===== src/rtl/cpu_pkg.sv =====
// Shared CPU constants, fetch FSM state encoding and small address helpers.
// Latency: n/a (types and constants only).
// Backpressure: n/a.
package cpu_pkg;

  localparam int          INST_W       = 32;
  localparam int          ADDR_W       = 32;
  localparam logic [31:0] PC_STEP      = 32'd4;
  localparam logic [31:0] DEF_RESET_PC = 32'h0000_0000;

  typedef enum logic {
    FETCH_IDLE = 1'b0,
    FETCH_HOLD = 1'b1
  } fetch_state_e;

  // Instruction addresses must be word aligned.
  function automatic logic is_word_aligned(input logic [ADDR_W-1:0] addr);
    return (addr[1:0] == 2'b00);
  endfunction

endpackage


===== src/rtl/fetch_perf_cnt.sv =====
// 32-bit enable counter counting performed fetches, wraps modulo 2^32.
// Latency: count visible the cycle after the enabled edge.
// Backpressure: none; counts whenever en_i is high.
module fetch_perf_cnt
  import cpu_pkg::*;
(
  input  logic              clk,
  input  logic              rst_n,
  input  logic              en_i,
  output logic [ADDR_W-1:0] cnt_o
);

  logic [ADDR_W-1:0] cnt_q;
  logic [ADDR_W-1:0] cnt_d;

  // Next count: increment on enable, natural wrap at the top.
  always_comb begin
    cnt_d = cnt_q;
    if (en_i) cnt_d = cnt_q + 32'd1;
  end

  // Counter register with async clear.
  always_ff @(posedge clk or negedge rst_n) begin
    if (!rst_n) cnt_q <= '0;
    else        cnt_q <= cnt_d;
  end

  assign cnt_o = cnt_q;

endmodule


===== src/rtl/inst_fetch.sv =====
// Instruction fetch: owns PC, reads comb. instruction memory into IR, accepts redirects.
// Latency: fetch_req at edge N -> ir/ir_valid updated after edge N; redirect visible next cycle.
// Backpressure: IR held under ir_valid until ir_ack; req+ack together give 1 fetch/cycle.
// Optional INST_FETCH_PERF_EN adds the fetch_cnt retired-fetch counter port.
module inst_fetch
  import cpu_pkg::*;
#(
  parameter logic [ADDR_W-1:0] RESET_PC = DEF_RESET_PC
) (
  input  logic              clk,
  input  logic              rst_n,
  input  logic              fetch_req,
  input  logic              ir_ack,
  input  logic              pc_we,
  input  logic [ADDR_W-1:0] pc_wdata,
  output logic [ADDR_W-1:0] im_addr,
  input  logic [INST_W-1:0] im_inst,
  output logic [INST_W-1:0] ir,
  output logic              ir_valid,
  output logic [ADDR_W-1:0] pc,
  output logic [ADDR_W-1:0] pc_link,
  output logic              addr_fault
`ifdef INST_FETCH_PERF_EN
  ,
  output logic [ADDR_W-1:0] fetch_cnt
`endif
);

  fetch_state_e      state_q, state_d;
  logic [ADDR_W-1:0] pc_q, pc_d;
  logic [INST_W-1:0] ir_q, ir_d;
  logic [ADDR_W-1:0] link_q, link_d;
  logic              fault_q, fault_d;

  logic              do_fetch;
  logic              redir_ok;
  logic              redir_bad;

  // Output/decode logic: a fetch happens only when the IR is free (or being
  // freed by ack this cycle) and no redirect competes for the PC.
  always_comb begin
    ir_valid  = (state_q == FETCH_HOLD);
    redir_ok  = pc_we &&  is_word_aligned(pc_wdata);
    redir_bad = pc_we && !is_word_aligned(pc_wdata);
    do_fetch  = fetch_req && !pc_we && ((state_q == FETCH_IDLE) || ir_ack);
  end

  // Next-state logic: ack empties the IR unless a refill happens in the same cycle.
  always_comb begin
    state_d = state_q;
    unique case (state_q)
      FETCH_IDLE: if (do_fetch) state_d = FETCH_HOLD;
      FETCH_HOLD: if (ir_ack)   state_d = do_fetch ? FETCH_HOLD : FETCH_IDLE;
      default:                  state_d = FETCH_IDLE;
    endcase
  end

  // Datapath next values: redirect beats increment; misaligned redirect only flags.
  always_comb begin
    pc_d    = pc_q;
    ir_d    = ir_q;
    link_d  = link_q;
    fault_d = fault_q | redir_bad;
    if (redir_ok) begin
      pc_d = pc_wdata;
    end else if (do_fetch) begin
      pc_d = pc_q + PC_STEP;
    end
    if (do_fetch) begin
      ir_d   = im_inst;
      link_d = pc_q + PC_STEP;
    end
  end

  // State register: async clear also aborts a fetch in flight.
  always_ff @(posedge clk or negedge rst_n) begin
    if (!rst_n) begin
      state_q <= FETCH_IDLE;
      pc_q    <= RESET_PC;
      ir_q    <= '0;
      link_q  <= '0;
      fault_q <= 1'b0;
    end else begin
      state_q <= state_d;
      pc_q    <= pc_d;
      ir_q    <= ir_d;
      link_q  <= link_d;
      fault_q <= fault_d;
    end
  end

  assign im_addr    = pc_q;
  assign pc         = pc_q;
  assign ir         = ir_q;
  assign pc_link    = link_q;
  assign addr_fault = fault_q;

`ifdef INST_FETCH_PERF_EN
  fetch_perf_cnt u_perf_cnt (
    .clk   (clk),
    .rst_n (rst_n),
    .en_i  (do_fetch),
    .cnt_o (fetch_cnt)
  );
`else
  // No performance counter in this build.
`endif

endmodule


===== config.mk =====
export PLATFORM = sky130hd
export DESIGN_NAME = inst_fetch
export DESIGN_NICKNAME = d
export VERILOG_FILES = /design/src/rtl/cpu_pkg.sv /design/src/rtl/fetch_perf_cnt.sv /design/src/rtl/inst_fetch.sv
export SDC_FILE = /design/constraint.sdc
export NUM_CORES = 1
export LEC_CHECK = 0
export BUFFER_PORTS_ARGS = -buffer_cell sky130_fd_sc_hd__buf_2
export CAP_MARGIN = 5
export CORE_MARGIN = 8
export CORE_UTILIZATION = 48
export DETAILED_ROUTE_END_ITERATION = 12
export PLACE_DENSITY_LB_ADDON = 0.1
export SLEW_MARGIN = 20
export SYNTH_ARGS = -nofsm -noshare
export SYNTH_HDL_FRONTEND = slang
export SYNTH_SLANG_ARGS = --single-unit

===== constraint.sdc =====
create_clock -name clk -period 1.9 [get_ports clk]
set_input_delay 0.19 -clock clk [delete_from_list [all_inputs] [get_ports clk]]
set_output_delay 0.19 -clock clk [all_outputs]
set_load 0.03 [all_outputs]

==> reports/summary.txt, run 1 <==
result of the run: completed
Die Height: 115 µm
arrival time reported for the critical path endpoint: 2.06 ns
Iteration-0 DRC Markers: 228
portion of total power attributed to sequential cells: 0.399
master cell of the clock root buffer: clkbuf_8
all-layer global routing usage: 0.210
weighted congestion at the end of routability-driven global placement: 0.831
number of buffers and inverters on the critical path: 0
Commonest cells post-synth: nand2_1 (145), dfrtp_1 (98), buf_4 (32)
crit-path leading delay family: simple AND/OR/NAND/NOR gates
DRC violations left: 0
Seq/Total Area, Yosys: 0.525
most common cell in the netlist: nand2_1
type of the tightest min-delay check: in2reg
post-synthesis sequential element count: 98
largest fanout of any net on the critical path: 11
PD cells: 1130 nW/µm²
HPWL reported at the end of detailed placement: 10.2 mm
slew at the pin with the worst max-slew slack: 0.646 ns
share of flip-flops with an asynchronous set or reset: 1.00
Crit Path Category: reg2reg
clock network fraction of total power: 0.210
number of antenna violations at the first check in global routing: 0
Detailed Route WL: 13.6 mm
Gate power share: 0.391
CP Data Required Time: 2.16 ns
Final period util: 0.949
total negative slack for setup checks: 0 ns
maximum count of clock buffers along a single path: 2
CTS tree: done
Worst-Skew Late Latency: 0.36 ns
Mapped Nets: 565
hold violation total from the final report: 0
Overflow after GRT: 0
final layout net count: 771
antenna diode count: 0
maximum frequency from static timing analysis: 555 MHz
switching power: 2.89 mW
via density per instance: 5.11
worst vdd rail ir drop: 0.560 mV
wire length of the first global-routing pass: 22.1 mm
FP Rows: 36
final core occ: 0.643
die span in x: 115 µm
iteration count of the initial detailed-routing pass: 4
Finish-stage setup viols: 0
Main synth FF type: dfrtp_1
sequence of cells on the critical path: and4_1 -> and4_4 -> nand3_1 -> xnor2_1 -> mux2_2
fraction of final layout cells sized beyond drive strength 1: 0.376
area of the core: 9590 µm²
clock edge transition at the registers on the reported setup and hold paths: 0.09 ns
Post-synth EDFFs: 0
Rel. slew slack: 0.569
setup repair after global routing missed its margin: no
total vias in the final route: 4282
synthesized instance count: 495
leakage: 3.26 nW
max incr delay on CP: 0.51 ns
number of max-cap violations: 0
per-cell routed wire length: 16.3 µm
number of warnings reported in the yosys synthesis log: 0
Inserted Clock Buffers: 9
Max H-tree Level: 3
time the worst path needs with I/O delays and setup: 1.80 ns
count of unique library cells instantiated by Yosys: 44
vias in the first global route: 4442
mean post-synth cell area: 9.44 µm²
Slew Limit Fails: 0
total I/O pin count: 199
worst clock skew: 0.00551 ns
CP Launch Type: flop
largest net degree at the start of global routing: 48
Initial Util: 0.487
Crit. End Element: flop
highest-delay cell along the critical path: dfrtp_1
Antenna Nets Post-Route: 0
number of cells upsized or downsized after cts: 0
clock sink total: 98
net switching share of the total power: 0.414
share of the synthesized area in the top cell type: 0.525
post-synthesis cell type with the largest combined area: dfrtp_1
biggest area contributors in the synthesized netlist: dfrtp_1 (52%), nand2_1 (12%), buf_4 (5.1%)
Cell Area, Synth: 4670 µm²
overall die area: 13100 µm²
Int Pwr: 4.10 mW
post-synthesis to final-layout area growth: 31.9%
port bufs: 198
## path summary, 6_finish.rpt
check | start | endpoint | slack [ns] | cells past startpoint
min in group asynchronous | rst_n | pc_link[9] | 0.39 | 2
setup reg to reg | im_addr[6] | pc_link[29] | 0.1 | 5
hold reg to reg | ir[16] | ir[16] | 0.48 | 2
hold / removal | im_inst[3] | ir[3] | 0.009 | 3
setup / recovery | im_addr[6] | pc_link[29] | 0.1 | 5
max in group asynchronous | rst_n | pc_link[18] | 0.86 | 3
## worst min-delay path: stages
cell and delay [ns]:
buf_2 0.07, nand2_1 0.04, nand2_1 0.05
## final cells by class
class	count	area, µm²
Sequential cell	98	2450
Tap cell	133	166
Fill cell	849	3430
Clock inverter	3	65.1
Clock buffer	12	145
Inverter	4	15.0
Multi-Input combinational cell	335	1830
Timing Repair Buffer	253	1480
## power groups by stage
stage	logic, mW	registers, mW	clock network [mW]
6_report	2.73	2.79	1.47
4_1_cts	2.77	2.79	1.51
2_1_floorplan	1.03	3.65	0
5_1_grt	2.94	2.85	1.58
3_5_place_dp	2.74	2.82	0
3_3_place_gp	2.72	2.80	0
## state kept, by name (all words and copies together), names as in the netlist
register / count
addr_fault: 1
im_addr: 32
ir: 32
ir_valid: 1
pc_link: 32
## cell usage in the layout, fill, tap and decap left out, drive strengths merged, types with 5 or more instances in the layout
master and instances:
buf 237, nand2 146, dfrtp 98, o21ai 50, nand3 16, dlygate4sd3 16
xor2 15, a22oi 15, xnor2 13, nor2 12, clkbuf 12, nand4 11
a221o 8, and3 7, nor4 5
## stage by stage
stage	hold slack [ns]	power, mW	worst slack (ns)	std cells	cell area, µm²
after floorplan	-0.106	4.68	0.00661	495	4670
after global placement	0.255	5.51	0.0997	806	5790
after detailed placement	0.263	5.56	0.0552	806	5790
after CTS	0.000106	7.06	0.0592	837	6160
after global routing	0.00808	7.36	0.0230	838	6160
final	0.00938	6.99	0.0969	838	6160
## what timing repair did
| action | in CTS | in global routing |
|---|---|---|
| setup endpoints to repair | 0 | 14 |
| hold buffers | 16 | 0 |
| endpoints found under the hold margin | 58 | 0 |
| setup buffers | 0 | 1 |
## logic make-up (layout without fill, tap and decap cells)
kind of cell	Yosys count	in the layout	share of synthesized area
muxes	1	1	0.00241
and+or+nand+nor	217	217	0.212
adders and majority gates	1	1	0.00268
buffers and inverters	62	272	0.0865
xor gates and xnor gates	28	28	0.0525
DFF	98	98	0.525
AOI/OAI and AO/OA	88	88	0.119
## routing by layer
| layer | routed length, µm | track usage |
|---|---|---|
| met5 | 0 | 0 |
| met4 | 146 | 0.0807 |
| met3 | 1330 | 0.0696 |
| met2 | 6470 | 0.337 |
| met1 | 5680 | 0.257 |
(Power assumes the default switching activity.)
==> run 2, diff against run 1 <==
--- a/config.mk
+++ b/config.mk
@@ -6,5 +6,6 @@
 export NUM_CORES = 1
 export LEC_CHECK = 0
-export BUFFER_PORTS_ARGS = -buffer_cell sky130_fd_sc_hd__buf_2
+export ABC_CLOCK_PERIOD_IN_PS = 1900
+export BUFFER_PORTS_ARGS = -buffer_cell sky130_fd_sc_hd__clkbuf_2
 export CAP_MARGIN = 5
 export CORE_MARGIN = 8
==> constraint.sdc (replaced) <==
create_clock -name clk -period 1.9 [get_ports clk]
set_input_delay 0.095 -clock clk [delete_from_list [all_inputs] [get_ports clk]]
set_output_delay 0.095 -clock clk [all_outputs]
set_load 0.03 [all_outputs]
==> reports/summary.txt, run 2 (same netlist as run 1, synthesis figures left out) <==
result of the run: completed
worst clock skew: 0.00986 ns (+0.00435 ns)
Crit Path Category: reg2reg
PD cells: 1050 nW/µm² (-7.2%)
Rel. slew slack: 0.683 (+0.114)
antenna diode count: 0 (unchanged)
CP Launch Type: flop
Detailed Route WL: 14.0 mm (+2.7%)
post-synthesis to final-layout area growth: 41.5%
Hold EP: im_addr[30]
footprint of the multi-input gates: 1850 µm² (+0.68%)
type of the tightest min-delay check: in2reg
FP Rows: 36 (unchanged)
Slew Limit Fails: 0 (unchanged)
hold violation total from the final report: 0 (unchanged)
setup repair after global routing missed its margin: no
register-to-register setup slack: 0.16 ns (+0.07 ns)
Die Height: 115 µm (unchanged)
maximum frequency from static timing analysis: 576 MHz (+3.8%)
highest routed metal layer: met4
DRC violations left: 0 (unchanged)
area of the core: 9590 µm² (unchanged)
library cell appearing most often on the critical path: nand4_1
weighted congestion at the end of routability-driven global placement: 0.815 (-2.0%)
CTS tree: done
die span in x: 115 µm (unchanged)
Area after DPL: 5730 µm² (-1.0%)
max incr delay on CP: 0.43 ns (-0.08 ns)
FF-to-FF path depth: 6 (+1)
logic depth of the worst setup path including buffers: 6 (+1)
HPWL reported at the end of detailed placement: 9.93 mm (-3.1%)
crit-path leading delay family: simple AND/OR/NAND/NOR gates
number of antenna violations at the first check in global routing: 0 (unchanged)
slew at the pin with the worst max-slew slack: 0.475 ns (-0.171 ns)
total vias in the final route: 4382 (+2.3%)
worst vdd rail ir drop: 0.531 mV (-5.2%)
Initial Util: 0.487 (unchanged)
met1 wire length: 5.77 mm (+1.5%)
master cell of the clock root buffer: clkbuf_8
clock sink total: 98 (unchanged)
leakage: 3.39 nW (+4.0%)
Final period util: 0.914 (-0.0351)
fraction of final layout cells sized beyond drive strength 1: 0.360 (-0.0163)
sequence of cells on the critical path: nand4_1 -> nor4_4 -> buf_4 -> nand4_1 -> xor2_1 -> o21ai_1
largest net degree at the start of global routing: 42 (-13%)
critical register-to-register path startpoint: im_addr[14]
Inserted Clock Buffers: 9 (unchanged)
maximum count of clock buffers along a single path: 2 (unchanged)
total I/O pin count: 199 (unchanged)
hold path startpoint: pc_wdata[30]
iteration count of the initial detailed-routing pass: 5 (+1)
Antenna Nets Post-Route: 0 (unchanged)
Finish-stage setup viols: 0 (unchanged)
summed area of non-filler cells in the final layout: 6610 µm² (+7.2%)
vias in the first global route: 4521 (+1.8%)
clock edge transition at the registers on the reported setup and hold paths: 0.09 ns (about the same)
all-layer global routing usage: 0.220 (+0.00965)
arrival time reported for the critical path endpoint: 1.98 ns (-0.08 ns)
time the worst path needs with I/O delays and setup: 1.74 ns (-0.0667 ns)
per-cell routed wire length: 15.9 µm (-2.3%)
overall die area: 13100 µm² (unchanged)
worst r2r dst: im_addr[22]
Iteration-0 DRC Markers: 230 (+0.88%)
amount of wire on met2 after detailed routing: 6.89 mm (+6.5%)
Worst-Skew Late Latency: 0.36 ns (about the same)
port bufs: 198 (unchanged)
Max H-tree Level: 3 (unchanged)
Crit. End Element: flop
Overflow after GRT: 0 (unchanged)
CP Data Required Time: 2.14 ns (-0.02 ns)
Min-Delay Path Depth: 3 (unchanged)
Filler cells: 787 (-7.3%)
largest fanout of any net on the critical path: 7 (-4)
wire length of the first global-routing pass: 23.0 mm (+3.9%)
final layout net count: 813 (+5.4%)
Seq. cell area: 2460 µm² (+0.31%)
number of buffers and inverters on the critical path: 1 (+1)
via density per instance: 4.97 (-2.7%)
highest-delay cell along the critical path: dfrtp_1
met3 wirelength from detailed routing: 1.18 mm (-12%)
number of max-cap violations: 0 (unchanged)
total negative slack for setup checks: 0 ns (unchanged)
most frequent cells in the layout: clkbuf_2 (197), nand2_1 (145), dfrtp_1 (90)
most common library cell in the layout ignoring fill and taps: clkbuf_2
-- run 2: cell count changes in the layout (fill, tap and decap cells not counted), sizes merged --
cell,before,now
clkinv,1,0
clkinvlp,0,3
buf,237,35
dlygate4sd3,16,63
bufinv,2,1
clkbuf,12,209
-- run 2: area by class of cell --
type | instances | area share
Sequential cell | 98 | 0.373
Clock buffer | 12 | 0.0220
Clock inverter | 4 | 0.00795
Tap cell | 133 | 0.0252
Multi-Input combinational cell | 335 | 0.279
Inverter | 4 | 0.00227
Timing Repair Buffer | 295 | 0.291
-- run 2: metal layers --
layer / global-route usage / up-vias
li1: - / 2136
met1: 0.264 / 2083
met2: 0.366 / 150
met3: 0.0643 / 13
met4: 0.0807 / 0
met5: 0 / -
-- run 2: worst min-delay path: stages --
cell	delay, ns
clkbuf_2	0.10
a22oi_1	0.08
o21ai_1	0.07
-- run 2: what timing repair did --
| item | in CTS | in global routing |
|---|---|---|
| hold buffers | 63 | 0 |
| setup buffers | 0 | 4 |
| hold endpoints to repair | 92 | 0 |
| gates resized for setup | 0 | 9 |
| setup endpoints to repair | 0 | 11 |
-- run 2: power by group --
part           internal (mW)  switching (mW)  leakage, nW
clock                  0.646           0.703       0.0888
sequential              2.48           0.334         1.23
combinational          0.901            1.89         2.07
-- run 2: worst max path at each step --
stage,start,to,slack [ns]
global placement,im_addr[2],pc_link[30],0.14
global route,ir_valid,im_addr[17],0.002
detailed placement,im_addr[15],pc_link[30],0.13
floorplan,im_addr[17],pc_link[29],0.007
finish,im_addr[14],im_addr[22],0.16
CTS,im_addr[15],im_addr[22],0.09
-- run 2: stage by stage --
stage                     utilization  setup WS [ns]  cells  power (mW)  hold WS, ns
after floorplan                     -        0.00661    495        4.68       -0.201
after global placement          0.597          0.145    798        5.48       0.0786
after detailed placement        0.597          0.127    798        5.51       0.0838
after CTS                       0.683         0.0944    877        6.99      0.00310
after global routing            0.689        0.00239    881        7.35      0.00493
final                           0.689          0.164    881        6.95       0.0169
==> run 3, diff against run 2 <==
==> constraint.sdc (replaced) <==
create_clock -name clk -period 1.9 [get_ports clk]
set_input_delay 0.38 -clock clk [delete_from_list [all_inputs] [get_ports clk]]
set_output_delay 0.38 -clock clk [all_outputs]
set_load 0.03 [all_outputs]
==> reports/summary.txt, run 3 (same netlist as run 1, synthesis figures left out) <==
area of the core: 9590 µm² (unchanged)
total I/O pin count: 199 (unchanged)
post-synthesis to final-layout area growth: 30.0%
vias in the first global route: 4373 (-3.3%)
per-cell routed wire length: 16.1 µm (+1.6%)
clock network fraction of total power: 0.223 (+0.029)
all-layer global routing usage: 0.204 (-0.0164)
CP Launch Type: flop
CTS tree: done
critical register-to-register path startpoint: im_addr[6]
PD cells: 1170 nW/µm² (+11%)
Gate power share: 0.386 (-0.015)
DRC violations left: 0 (unchanged)
maximum count of clock buffers along a single path: 2 (unchanged)
Slew Limit Fails: 0 (unchanged)
wire length of the first global-routing pass: 21.5 mm (-6.4%)
Detailed Route WL: 13.3 mm (-4.6%)
HPWL reported at the end of detailed placement: 10.1 mm (+1.7%)
max incr delay on CP: 0.52 ns (+0.09 ns)
Finished Layout Cells: 827 (-6.1%)
most common library cell in the layout ignoring fill and taps: clkbuf_2
via density per instance: 5.07 (+1.9%)
Inserted Clock Buffers: 9 (unchanged)
overall die area: 13100 µm² (unchanged)
Int Pwr: 4.19 mW (+4.1%)
time the worst path needs with I/O delays and setup: 1.79 ns (+0.0507 ns)
Initial Util: 0.487 (unchanged)
leakage: 3.20 nW (-5.6%)
cell count after placement: 809 (+1.4%)
Die Height: 115 µm (unchanged)
portion of total power attributed to sequential cells: 0.391 (-0.014)
fraction of final layout cells sized beyond drive strength 1: 0.390 (+0.0309)
setup repair after global routing missed its margin: no
Area after DPL: 5820 µm² (+1.7%)
number of antenna violations at the first check in global routing: 0 (unchanged)
Crit. End Element: flop
Max H-tree Level: 3 (unchanged)
antenna diode count: 0 (unchanged)
largest net degree at the start of global routing: 64 (+52%)
highest-delay cell along the critical path: dfrtp_1
summed area of non-filler cells in the final layout: 6080 µm² (-8.1%)
number of max-cap violations: 0 (unchanged)
Finish-stage setup viols: 0 (unchanged)
hold path startpoint: im_inst[0]
final layout net count: 759 (-6.6%)
total vias in the final route: 4191 (-4.4%)
switching power: 2.90 mW (-0.99%)
total setup buffers inserted after CTS: 0 (unchanged)
maximum frequency from static timing analysis: 560 MHz (-2.8%)
clock sink total: 98 (unchanged)
port bufs: 198 (unchanged)
Final period util: 0.941 (+0.0267)
slew at the pin with the worst max-slew slack: 0.405 ns (-0.0699 ns)
worst clock skew: 0.00915 ns (-0.000709 ns)
arrival time reported for the critical path endpoint: 2.03 ns (+0.05 ns)
Critical Path Source: im_addr[6]
largest fanout of any net on the critical path: 11 (+4)
CP Data Required Time: 2.14 ns (about the same)
FP Rows: 36 (unchanged)
Crit Path Category: reg2reg
FF-to-FF path depth: 5 (-1)
most frequent cells in the layout: clkbuf_2 (197), nand2_1 (145), dfrtp_1 (95)
clock edge transition at the registers on the reported setup and hold paths: 0.09 ns (about the same)
master cell of the clock root buffer: clkbuf_8
Worst-Skew Late Latency: 0.36 ns (about the same)
sequence of cells on the critical path: and4_1 -> and4_4 -> nand3_1 -> xnor2_1 -> mux2_2
Iteration-0 DRC Markers: 236 (+2.6%)
net switching share of the total power: 0.409 (-0.0121)
hold violation total from the final report: 0 (unchanged)
worst vdd rail ir drop: 0.541 mV (+1.7%)
Min-Delay Path Depth: 3 (unchanged)
Antenna Nets Post-Route: 0 (unchanged)
Filler cells: 861 (+9.4%)
weighted congestion at the end of routability-driven global placement: 0.843 (+3.5%)
type of the tightest min-delay check: in2reg
result of the run: completed
die span in x: 115 µm (unchanged)
total negative slack for setup checks: 0 ns (unchanged)
iteration count of the initial detailed-routing pass: 4 (-1)
Rel. slew slack: 0.728 (+0.0445)
Overflow after GRT: 0 (unchanged)
==> run 3: what timing repair did <==
action | CTS | global route
hold endpoints to repair | 35 | 0
gates resized for setup | 0 | 2
endpoints found under the setup margin | 0 | 6
hold buffers | 1 | 0
==> run 3: area by class of cell <==
cell class,count,area [µm²],share of cell area
Inverter,4,15.0,0.00247
Tap cell,133,166,0.0274
Sequential cell,98,2460,0.404
Clock inverter,5,103,0.0169
Timing Repair Buffer,240,1360,0.224
Clock buffer,11,131,0.0216
Multi-Input combinational cell,336,1840,0.303
==> run 3: worst max-delay path, delay by kind of cell, from the launching register on <==
family / cells / cell delay (ns)
and+or+nand+nor: 3 / 0.73
DFF: 1 / 0.52
muxes: 1 / 0.26
xor gates and xnor gates: 1 / 0.16
==> run 3: per-stage QoR <==
step                utilization  total power [mW]  hold WS [ns]  worst slack [ns]
floorplan                     -              4.68        0.0844           0.00661
global route              0.633              7.48         0.197            0.0283
detailed placement        0.607              5.57         0.374            0.0598
CTS                       0.632              7.15         0.189             0.123
global placement          0.607              5.53         0.376             0.115
finish                    0.633              7.09         0.206             0.113
==> run 3: metal layers <==
metal,vias up,part of all wire,track usage
met2,152,0.47,0.331
met1,1995,0.42,0.250
met5,-,0,0
met3,16,0.089,0.0575
met4,0,0.017,0.0772
li1,2028,-,-
==> run 3: worst paths after layout <==
kind | end | slack [ns]
max in group asynchronous | im_addr[13] | 1.04
setup reg to reg | pc_link[29] | 0.11
hold / removal | ir[0] | 0.21
min in group asynchronous | pc_link[7] | 0.53
hold reg to reg | ir[0] | 0.48
setup / recovery | pc_link[29] | 0.11
==> run 3: power by group through the flow <==
stage | Sequential, mW | Combinational, mW | Clock (mW)
floorplan | 3.65 | 1.03 | 0
global placement | 2.79 | 2.73 | 0
detailed placement | 2.81 | 2.77 | 0
CTS | 2.77 | 2.77 | 1.61
global route | 2.83 | 2.95 | 1.71
finish | 2.77 | 2.74 | 1.58
